--- config.mk ---
export PLATFORM = sky130hd
export DESIGN_NAME = dmem_mmio
export DESIGN_NICKNAME = d
export VERILOG_FILES = /design/src/rtl/dmem_pkg.sv /design/src/rtl/dmem_mmio_cons_fifo.sv /design/src/rtl/dmem_mmio.sv
export SDC_FILE = /design/constraint.sdc
export NUM_CORES = 2
export LEC_CHECK = 0
export BUFFER_PORTS_ARGS = -buffer_cell sky130_fd_sc_hd__buf_4
export CAP_MARGIN = 30
export CORE_UTILIZATION = 55
export CTS_CLUSTER_SIZE = 28
export DETAILED_ROUTE_END_ITERATION = 10
export PLACE_DENSITY_LB_ADDON = 0.12
export SLEW_MARGIN = 10
export SYNTH_ARGS = -nofsm -noshare
export SYNTH_HDL_FRONTEND = slang
export SYNTH_SLANG_ARGS = --single-unit
--- constraint.sdc ---
create_clock -name clk -period 4 [get_ports clk]
set_input_delay 0.8 -clock clk [delete_from_list [all_inputs] [get_ports clk]]
set_output_delay 0.8 -clock clk [all_outputs]
set_load 0.005 [all_outputs]
--- src/rtl/dmem_pkg.sv ---
// dmem_pkg: MMIO page offsets and register bit positions shared by the
// data-memory responder and its console FIFO.
package dmem_pkg;

    // MMIO register offsets (ALUOutM[7:0])
    localparam logic [7:0] OFF_CONS_DATA  = 8'h00;
    localparam logic [7:0] OFF_CONS_STAT  = 8'h04;
    localparam logic [7:0] OFF_CYCLE      = 8'h08;
    localparam logic [7:0] OFF_TIMER_CMP  = 8'h0C;
    localparam logic [7:0] OFF_TIMER_CTRL = 8'h10;

    // CONS_STAT bit positions
    localparam int unsigned STAT_FULL    = 0;
    localparam int unsigned STAT_EMPTY   = 1;
    localparam int unsigned STAT_OVF     = 2;
    localparam int unsigned STAT_CNT_LSB = 4;

    // TIMER_CTRL bit positions
    localparam int unsigned CTRL_EN   = 0;
    localparam int unsigned CTRL_PEND = 1;

endpackage

--- src/rtl/dmem_mmio_cons_fifo.sv ---
// cons_fifo: byte-wide console FIFO. Valid/ready drain port, pushes into a
// full FIFO are dropped and latch a sticky overflow flag unless a pop
// happens on the same edge.
module cons_fifo
    import dmem_pkg::*;
#(
    parameter int unsigned DEPTH = 4,
    localparam int unsigned PW   = $clog2(DEPTH),
    localparam int unsigned CW   = PW + 1
) (
    input  logic          clk,
    input  logic          reset,
    input  logic          push_i,
    input  logic [7:0]    data_i,
    input  logic          clr_ovf_i,
    input  logic          ready_i,
    output logic          valid_o,
    output logic [7:0]    data_o,
    output logic          full_o,
    output logic          empty_o,
    output logic          ovf_o,
    output logic [CW-1:0] count_o
);

    logic [7:0]    mem_q [DEPTH];
    logic [PW-1:0] wr_q, wr_d;
    logic [PW-1:0] rd_q, rd_d;
    logic [CW-1:0] count_q, count_d;
    logic          ovf_q, ovf_d;
    logic          pop, push_ok;

    assign empty_o = (count_q == '0);
    assign full_o  = (count_q == CW'(DEPTH));
    assign valid_o = !empty_o;
    assign data_o  = valid_o ? mem_q[rd_q] : '0;
    assign ovf_o   = ovf_q;
    assign count_o = count_q;

    // Next-state: a pop frees a slot for a same-edge push into a full FIFO
    always_comb begin
        pop     = valid_o & ready_i;
        push_ok = push_i & (!full_o | pop);
        wr_d    = push_ok ? wr_q + 1'b1 : wr_q;
        rd_d    = pop ? rd_q + 1'b1 : rd_q;
        count_d = count_q;
        unique case ({push_ok, pop})
            2'b10:   count_d = count_q + 1'b1;
            2'b01:   count_d = count_q - 1'b1;
            default: count_d = count_q;
        endcase
        ovf_d = ovf_q;
        if (clr_ovf_i)
            ovf_d = 1'b0;
        if (push_i && !push_ok)
            ovf_d = 1'b1;
    end

    // Pointer, count and overflow registers
    always_ff @(posedge clk or posedge reset) begin
        if (reset) begin
            wr_q    <= '0;
            rd_q    <= '0;
            count_q <= '0;
            ovf_q   <= 1'b0;
        end else begin
            wr_q    <= wr_d;
            rd_q    <= rd_d;
            count_q <= count_d;
            ovf_q   <= ovf_d;
        end
    end

    // Byte storage, not reset (head is masked while empty)
    always_ff @(posedge clk) begin
        if (push_ok)
            mem_q[wr_q] <= data_i;
    end

endmodule

--- src/rtl/dmem_mmio.sv ---
// dmem_mmio: M-stage data-memory responder. Word RAM plus MMIO page
// (console FIFO, cycle counter, compare timer). Reads are combinational.
// Optional macro DMEM_TIMER_EN enables TIMER_CMP/TIMER_CTRL and TimerIrq.
module dmem_mmio
    import dmem_pkg::*;
#(
    parameter int unsigned RAM_WORDS  = 64,
    parameter int unsigned FIFO_DEPTH = 4,
    parameter logic [15:0] MMIO_HI    = 16'hFFFF
) (
    input  logic        clk,
    input  logic        reset,
    input  logic        MemWriteM,
    input  logic [31:0] ALUOutM,
    input  logic [31:0] WriteDataM,
    output logic [31:0] ReadDataM,
    output logic        ConsValid,
    output logic [7:0]  ConsData,
    input  logic        ConsReady,
    output logic        TimerIrq
);

    localparam int unsigned AW = $clog2(RAM_WORDS);
    localparam int unsigned CW = $clog2(FIFO_DEPTH) + 1;

    logic [31:0]   ram_q [RAM_WORDS];
    logic [AW-1:0] ram_idx;
    logic          mmio;
    logic [7:0]    off;
    logic          wr_mmio;
    logic [31:0]   cycle_q, cycle_d;
    logic          fifo_full, fifo_empty, fifo_ovf;
    logic [CW-1:0] fifo_count;
    logic [3:0]    cnt4;
    logic          unused_addr;

    assign mmio        = (ALUOutM[31:16] == MMIO_HI);
    assign off         = ALUOutM[7:0];
    assign ram_idx     = ALUOutM[AW+1:2];
    assign wr_mmio     = MemWriteM & mmio;
    assign cnt4        = 4'(fifo_count);
    assign unused_addr = ^{ALUOutM[15:8], ALUOutM[1:0]};

    cons_fifo #(.DEPTH(FIFO_DEPTH)) u_fifo (
        .clk      (clk),
        .reset    (reset),
        .push_i   (wr_mmio && off == OFF_CONS_DATA),
        .data_i   (WriteDataM[7:0]),
        .clr_ovf_i(wr_mmio && off == OFF_CONS_STAT && WriteDataM[STAT_OVF]),
        .ready_i  (ConsReady),
        .valid_o  (ConsValid),
        .data_o   (ConsData),
        .full_o   (fifo_full),
        .empty_o  (fifo_empty),
        .ovf_o    (fifo_ovf),
        .count_o  (fifo_count)
    );

    // RAM write port; contents are never reset
    always_ff @(posedge clk) begin
        if (MemWriteM && !mmio)
            ram_q[ram_idx] <= WriteDataM;
    end

    // Cycle counter: software load beats the increment
    always_comb begin
        cycle_d = cycle_q + 32'd1;
        if (wr_mmio && off == OFF_CYCLE)
            cycle_d = WriteDataM;
    end

    // Cycle counter register
    always_ff @(posedge clk or posedge reset) begin
        if (reset)
            cycle_q <= '0;
        else
            cycle_q <= cycle_d;
    end

`ifdef DMEM_TIMER_EN
    logic [31:0] cmp_q, cmp_d;
    logic        en_q, en_d;
    logic        pend_q, pend_d;

    // Timer next-state: a match on the pre-increment count beats a clear
    always_comb begin
        cmp_d  = cmp_q;
        en_d   = en_q;
        pend_d = pend_q;
        if (wr_mmio && off == OFF_TIMER_CMP)
            cmp_d = WriteDataM;
        if (wr_mmio && off == OFF_TIMER_CTRL) begin
            en_d = WriteDataM[CTRL_EN];
            if (WriteDataM[CTRL_PEND])
                pend_d = 1'b0;
        end
        if (en_q && cycle_q == cmp_q)
            pend_d = 1'b1;
    end

    // Timer registers
    always_ff @(posedge clk or posedge reset) begin
        if (reset) begin
            cmp_q  <= '0;
            en_q   <= 1'b0;
            pend_q <= 1'b0;
        end else begin
            cmp_q  <= cmp_d;
            en_q   <= en_d;
            pend_q <= pend_d;
        end
    end

    assign TimerIrq = pend_q & en_q;
`else
    assign TimerIrq = 1'b0;
`endif

    // Combinational read mux: RAM or MMIO page, old values during writes
    always_comb begin
        ReadDataM = '0;
        if (mmio) begin
            case (off)
                OFF_CONS_STAT: begin
                    ReadDataM[STAT_FULL]           = fifo_full;
                    ReadDataM[STAT_EMPTY]          = fifo_empty;
                    ReadDataM[STAT_OVF]            = fifo_ovf;
                    ReadDataM[STAT_CNT_LSB +: 4]   = cnt4;
                end
                OFF_CYCLE:      ReadDataM = cycle_q;
`ifdef DMEM_TIMER_EN
                OFF_TIMER_CMP:  ReadDataM = cmp_q;
                OFF_TIMER_CTRL: begin
                    ReadDataM[CTRL_EN]   = en_q;
                    ReadDataM[CTRL_PEND] = pend_q;
                end
`endif
                default:        ReadDataM = '0;
            endcase
        end else begin
            ReadDataM = ram_q[ram_idx];
        end
    end

endmodule

## Word level (Yosys, flattened, before mapping)

Memories as Yosys holds them, arrays and structs flattened.
Index checks and enable logic that the tools add are counted.
W data, S select, Z words.

| word-level totals | value |
|---|---|
| memory bits (read-only) | 0 |
| bits in registers | 40 |
| word-level logic and storage cells | 50 |
| bits in latches | 0 |
| bits of input ports | 68 |
| memories | 2 |
| output and inout bits | 42 |
| bits in writable memories | 2080 |

| operators by class | value |
|---|---|
| reduce and logical (&&, ||, !) cells | 14 |
| bitwise gates (word level) | 4 |
| $lt $le $gt $ge | 0 |
| add/sub/neg operators | 5 |
| divide/modulo/power cells | 0 |
| shift operators | 0 |
| $mul | 0 |
| mux-type cells | 14 |
| equal/unequal tests | 6 |

Memories:

| name | words | width | rd ports | clocked after memory_dff | wr ports | line | text |
|---|---|---|---|---|---|---|---|
| ram_q | 64 | 32 | 1 | 0 | 1 | dmem_mmio.sv:26 | `logic [31:0] ram_q [RAM_WORDS];` |
| u_fifo.mem_q | 4 | 8 | 1 | 0 | 1 | dmem_mmio_cons_fifo.sv:25 | `logic [7:0] mem_q [DEPTH];` |

Operator list:

| cell | number |
|---|---|
| $mux W32 | 2 |
| $add A32 B1 Y32 const B | 1 |
| $mux W24 | 1 |
| $eq A16 B16 Y1 const B | 1 |
| $pmux W3 S2 | 2 |
| $eq A8 B3 Y1 const B | 1 |
| $eq A8 B4 Y1 const B | 1 |
| $logic_not A8 Y1 | 1 |
| $mux W8 | 1 |
| $pmux W4 S2 | 1 |
| $mux W1 | 7 |
| $logic_and A1 B1 Y1 | 6 |
| $add A2 B1 Y2 const B | 2 |
| $logic_not A1 Y1 | 4 |
| $reduce_bool A2 Y1 | 2 |
| $add A3 B1 Y3 const B | 1 |
| $and A1 B1 Y1 | 3 |
| $eq A3 B3 Y1 const B | 1 |
| $logic_not A3 Y1 | 1 |
| $sub A3 B1 Y3 const B | 1 |
| $eq A2 B1 Y1 const B | 1 |
| $eq A2 B2 Y1 const B | 1 |
| $or A1 B1 Y1 | 1 |

## Depth between registers and ports, before layout

| logic depth | value |
|---|---|
| depth after elaboration | 8 |
| mapped depth | 11 |
| mapped depth without buffers | 8 |

## Modules after synthesis

A second synthesis with hierarchy kept.

| unflattened totals | value |
|---|---|
| cell total of the unflattened synthesis | 4082 |
| area total of the unflattened synthesis | 82788.2 um^2 |

By module, submodules not included:

| module | times used | sequential area each (um^2) | cells each | area each (um^2) |
|---|---|---|---|---|
| dmem_mmio | 1 | 62299.8 | 3974 | 81019.0 |
| cons_fifo | 1 | 1161.1 | 108 | 1769.2 |

## Worst setup path after synthesis

No wires, ideal clock.

| timing path | value |
|---|---|
| path type | input to register |
| from | input ALUOutM[2] |
| to | memory ram_q[15][0], enable pin |
| stages | 9 |
| library setup time | 0.421 ns |
| required time | 3.579 ns |
| path slack | -0.368 ns |
| path buffers | 6 |
| arrival | 3.947 ns |
| cells stage by stage | buf_4 > buf_4 > buf_2 > buf_2 > buf_2 > nand2_1 > or3_1 > clkbuf_1 > nor2_1 |

RTL lines:

| element | line | text |
|---|---|---|
| start, declared | dmem_mmio.sv:14 | `input logic [31:0] ALUOutM,` |
| end, declared | dmem_mmio.sv:26 |  |

Straight into the memory's write port.

## Worst setup path in the final report

| timing path | value |
|---|---|
| from | input ALUOutM[2] |
| to | output ReadDataM[7] |

| between the ends | value |
|---|---|
| cells in the longest elaborated chain, start to end | 3 |
| elaborated cells between the ends (all ways) | 5 |
| classes of those cells | eq/ne (2); mux (2); memory (1) |

RTL lines:

| element | line | text |
|---|---|---|
| parallel branches: the longest is 2 deep, another holds $mem_v2 Z64 W32 | n/a |  |
| $mux W32 * | dmem_mmio.sv:122 | `if (mmio) begin` |
| end, declared | dmem_mmio.sv:16 | `output logic [31:0] ReadDataM,` |

Mark *: on every way between the ends.

==> reports/qor.log <==
[timing] worst hold slack after final layout 254 ps
[global_routing] initial antenna violation count 13
[logic_synthesis] Yosys warning total 0
[drt] post-detailed-route wirelength per cell 38.0 um
[job] max-cap viol count 0
[finish] fillcell total 9,449
[worst_hold_path] Worst Hold Class primary input to flop
[worst_setup_path] critical path launch point type primary input
[die] placeable core region 148,000 um^2
[clocking] register clock-pin slew on the reported worst setup and hold paths 60 ps
[drt] via/cell ratio 6.80
[logic_synthesis] cell types occupying the most area after synthesis sky130_fd_sc_hd__edfxtp_1 76%, sky130_fd_sc_hd__mux4_2 14%, sky130_fd_sc_hd__dfrtp_1 1.2%
[timing] highest achievable clock rate 249 MHz
[worst_setup_path] critical path type primary input to output port
[finish] top library cells by usage in the layout, fill and taps aside 2,080 x sky130_fd_sc_hd__edfxtp_1, 630 x sky130_fd_sc_hd__buf_4, 493 x sky130_fd_sc_hd__mux4_2
[global_routing] Total Routing Usage GR 0.341
[finish] area taken by multi-input logic gates 18,800 um^2
[drt] Iteration-0 DRC Markers 7,311
[logic_synthesis] cell accounting for the most synthesized area sky130_fd_sc_hd__edfxtp_1
[status] violations in the final reports negative setup slack
[placed_design] minimum setup slack after placement -635 ps
[die] starting utilization of the core area 0.554
[global_routing] pin count of the biggest net entering global routing 71
[drt] first-pass iteration count of the detailed router 5
[clocking] clk_lat worst skew 850 ps
[clocking] CTS Buffer Depth 3
[die] area of the die 150,000 um^2
[clocking] number of H-tree branching levels 4
[global_routing] vias in the first global route 43,800
[drt] total wirelength of the detailed-routed design 257,000 um
[timing] worst setup slack after layout -17.5 ps
[worst_setup_path] maximum net fanout on the critical path 13
[logic_synthesis] count of flip-flops with a built-in enable after synthesis 2,080
[drt] routed length on met1 95,200 um
[clocking] CTS Buf Count 207
[worst_setup_path] worst path arrival time 3220 ps
[timing] hold violation total from the final report 0
[placed_design] DP HPWL 162,000 um
[pwr] leakage power total 0.0325 uW
[placed_design] global placement routability congestion 0.947
[timing] normalized max-slew margin 0.315
[worst_setup_path] Data required, critical path 3200 ps
[status] outcome complete, but fails checks
[finish] count of nets after finishing 4,730
[die] number of top-level design ports 110
[drt] detailed-route via count 45,900
[placed_design] I/O Buffers 100
[logic_synthesis] Netlist Area Pre-Place 81,900 um^2
[clocking] Clock Sink Count 2,120
[pwr] power per cell area 476 nW/um^2
[global_routing] leftover overflow at the end of global routing 0
[clocking] CTS tree built
[drt] routed wl met3 33,500 um
[global_routing] wire length of the first global-routing pass 349,000 um
[finish] Synth-to-Final Area Change 20.8%
[drt] met2 layer wire length in the routed design 118,000 um
[logic_synthesis] flip-flop and latch count after synthesis 2,120
[timing] Final Critical Period 4020 ps
[die] row count 141
[finish] total area of sequential cells 63,500 um^2
[timing] Layout Skew 11.8 ps
[finish] post-layout utilization of the core 0.669
[die] height of the chip 388 um
[drt] ANT nets after route 0
[timing] Period Utilization, post-route 1.00
[logic_synthesis] synthesized netlist cell count 3,873
[logic_synthesis] share of flip-flops with an asynchronous set or reset after synthesis 0.0189
[timing] unrepaired setup endpoints after global routing yes
[drt] highest metal layer with signal wires met5
[die] Die Width 388 um
[logic_synthesis] proportion of netlist area held by the largest area contributor 0.763
[worst_setup_path] Crit. End Element output port
[drt] post-detailed-route DRC marker count 0
[pwr] peak ir drop on the vdd network 0.475 mV
[clocking] Root Buffer Master sky130_fd_sc_hd__clkbuf_16
[logic_synthesis] top flip-flop cell by instance count after synthesis sky130_fd_sc_hd__edfxtp_1
[logic_synthesis] Syn Area/Cell 21.1 um^2
[logic_synthesis] post-synthesis sequential area ratio 0.775
[finish] fraction of final layout cells sized beyond drive strength 1 0.369
[timing] Max Transition Viols Final 0
[timing] setup violation total in the final timing report 4
[finish] most common cell after layout, fill and taps aside sky130_fd_sc_hd__edfxtp_1
[timing] Least-Margin Pin Slew 1030 ps
[logic_synthesis] number of library cell types mapped by synthesis 70
[logic_synthesis] total nets after synthesis 3,947
-- report_power, final --
group          switching [uW]  internal [uW]
clock                    8280          10500
combinational            2100           1550
sequential                114          24600
-- synth_stat cells, types with 8 or more instances --
cell type,n
sky130_fd_sc_hd__clkbuf_1,132
sky130_fd_sc_hd__xor2_1,17
sky130_fd_sc_hd__a221oi_1,16
sky130_fd_sc_hd__mux4_2,493
sky130_fd_sc_hd__xnor2_1,18
sky130_fd_sc_hd__nand3_1,52
sky130_fd_sc_hd__a31oi_1,25
sky130_fd_sc_hd__nand4_1,24
sky130_fd_sc_hd__o21ai_0,20
sky130_fd_sc_hd__inv_1,15
sky130_fd_sc_hd__dfrtp_1,40
sky130_fd_sc_hd__nor3_1,33
sky130_fd_sc_hd__nor2_1,176
sky130_fd_sc_hd__nor4_1,19
sky130_fd_sc_hd__o22ai_1,18
sky130_fd_sc_hd__and3_1,14
sky130_fd_sc_hd__edfxtp_1,2080
sky130_fd_sc_hd__nand2_1,111
sky130_fd_sc_hd__and2_1,14
sky130_fd_sc_hd__buf_2,55
sky130_fd_sc_hd__a211oi_1,18
sky130_fd_sc_hd__a22oi_1,100
sky130_fd_sc_hd__mux2i_1,83
sky130_fd_sc_hd__buf_1,23
sky130_fd_sc_hd__mux2_2,21
sky130_fd_sc_hd__o211ai_1,13
sky130_fd_sc_hd__nor2b_1,8
sky130_fd_sc_hd__a21oi_1,131
-- per-layer routing --
layer | vias to the layer above | GRT usage
met4 | 14 | 0.124
met3 | 520 | 0.0978
li1 | 17900 | -
met1 | 24200 | 0.484
met2 | 3301 | 0.509
met5 | - | 0
-- per-stage QoR --
stage | power, uW | instance area [um^2] | std cells | setup TNS, ps
after global routing | 48200 | 99000 | 6756 | -209
final | 47100 | 99000 | 6757 | -38.4
after detailed placement | 28500 | 90500 | 6300 | -9360
after CTS | 47100 | 98000 | 6711 | -123
after floorplan | 26500 | 82000 | 3873 | -170360
after global placement | 28400 | 90400 | 6296 | -9570
-- path summary, 6_finish.rpt --
kind | startpoint | end | slack, ps | cells after the start
worst max-delay path | ALUOutM[2] | ReadDataM[7] | -20 | 12
worst min-delay path | ConsReady | u_fifo.ovf_o | 250 | 2
worst max register to register | u_fifo.count_o[2] | u_fifo.count_o[2] | 1650 | 7
worst min register to register | u_fifo.ovf_o | u_fifo.ovf_o | 500 | 2
max in group asynchronous | reset | cycle_q[9] | 3040 | 4
min in group asynchronous | reset | u_fifo.rd_q[0] | 480 | 3
-- flip-flops by register name (all words and copies together), names as in the netlist --
name	flops
cycle_q	32
ram_q	2048
u_fifo.count_o	3
u_fifo.mem_q	32
u_fifo.ovf_o	1
u_fifo.rd_q	2
u_fifo.wr_q	2
-- worst max-delay path, cell delays in order --
cell and delay [ps]:
sky130_fd_sc_hd__buf_16 190, sky130_fd_sc_hd__buf_16 210, sky130_fd_sc_hd__buf_16 180, sky130_fd_sc_hd__buf_4 190, sky130_fd_sc_hd__buf_4 120, sky130_fd_sc_hd__mux4_2 540, sky130_fd_sc_hd__nand2_1 90, sky130_fd_sc_hd__nand2_1 180
sky130_fd_sc_hd__a211oi_4 280, sky130_fd_sc_hd__buf_4 180, sky130_fd_sc_hd__nor2_1 70, sky130_fd_sc_hd__buf_4 140
-- what timing repair did --
action / 4_1_cts / 5_1_grt
pin swaps: 21 / 29
buffers inserted: 24 / 38
hold endpoints to repair: 8 / 0
cloned: 8 / 6
setup endpoints to repair: 32 / 29
hold buffers: 1 / 0
resized for setup: 121 / 102
-- layout make-up --
class,instances,share of cell area
sequential,2120,0.641
multi-input combinational,1519,0.190
tap,1930,0.0244
inverter,17,0.000670
clock inverter,128,0.0110
antenna,2,0.0000506
clock buffer,250,0.0542
timing repair buffer,791,0.0788
-- kinds of logic after synthesis --
| group | after synthesis | share of synthesized area |
|---|---|---|
| fa+ha+maj | 6 | 0.00101 |
| other cells | 1 | 0.0000458 |
| simple gates | 490 | 0.0283 |
| buf+inv | 234 | 0.0119 |
| compound gates | 390 | 0.0315 |
| mux | 597 | 0.149 |
| flops | 2120 | 0.775 |
| xor+xnor | 35 | 0.00374 |
No activity file was read; power rests on OpenSTA's default activity.
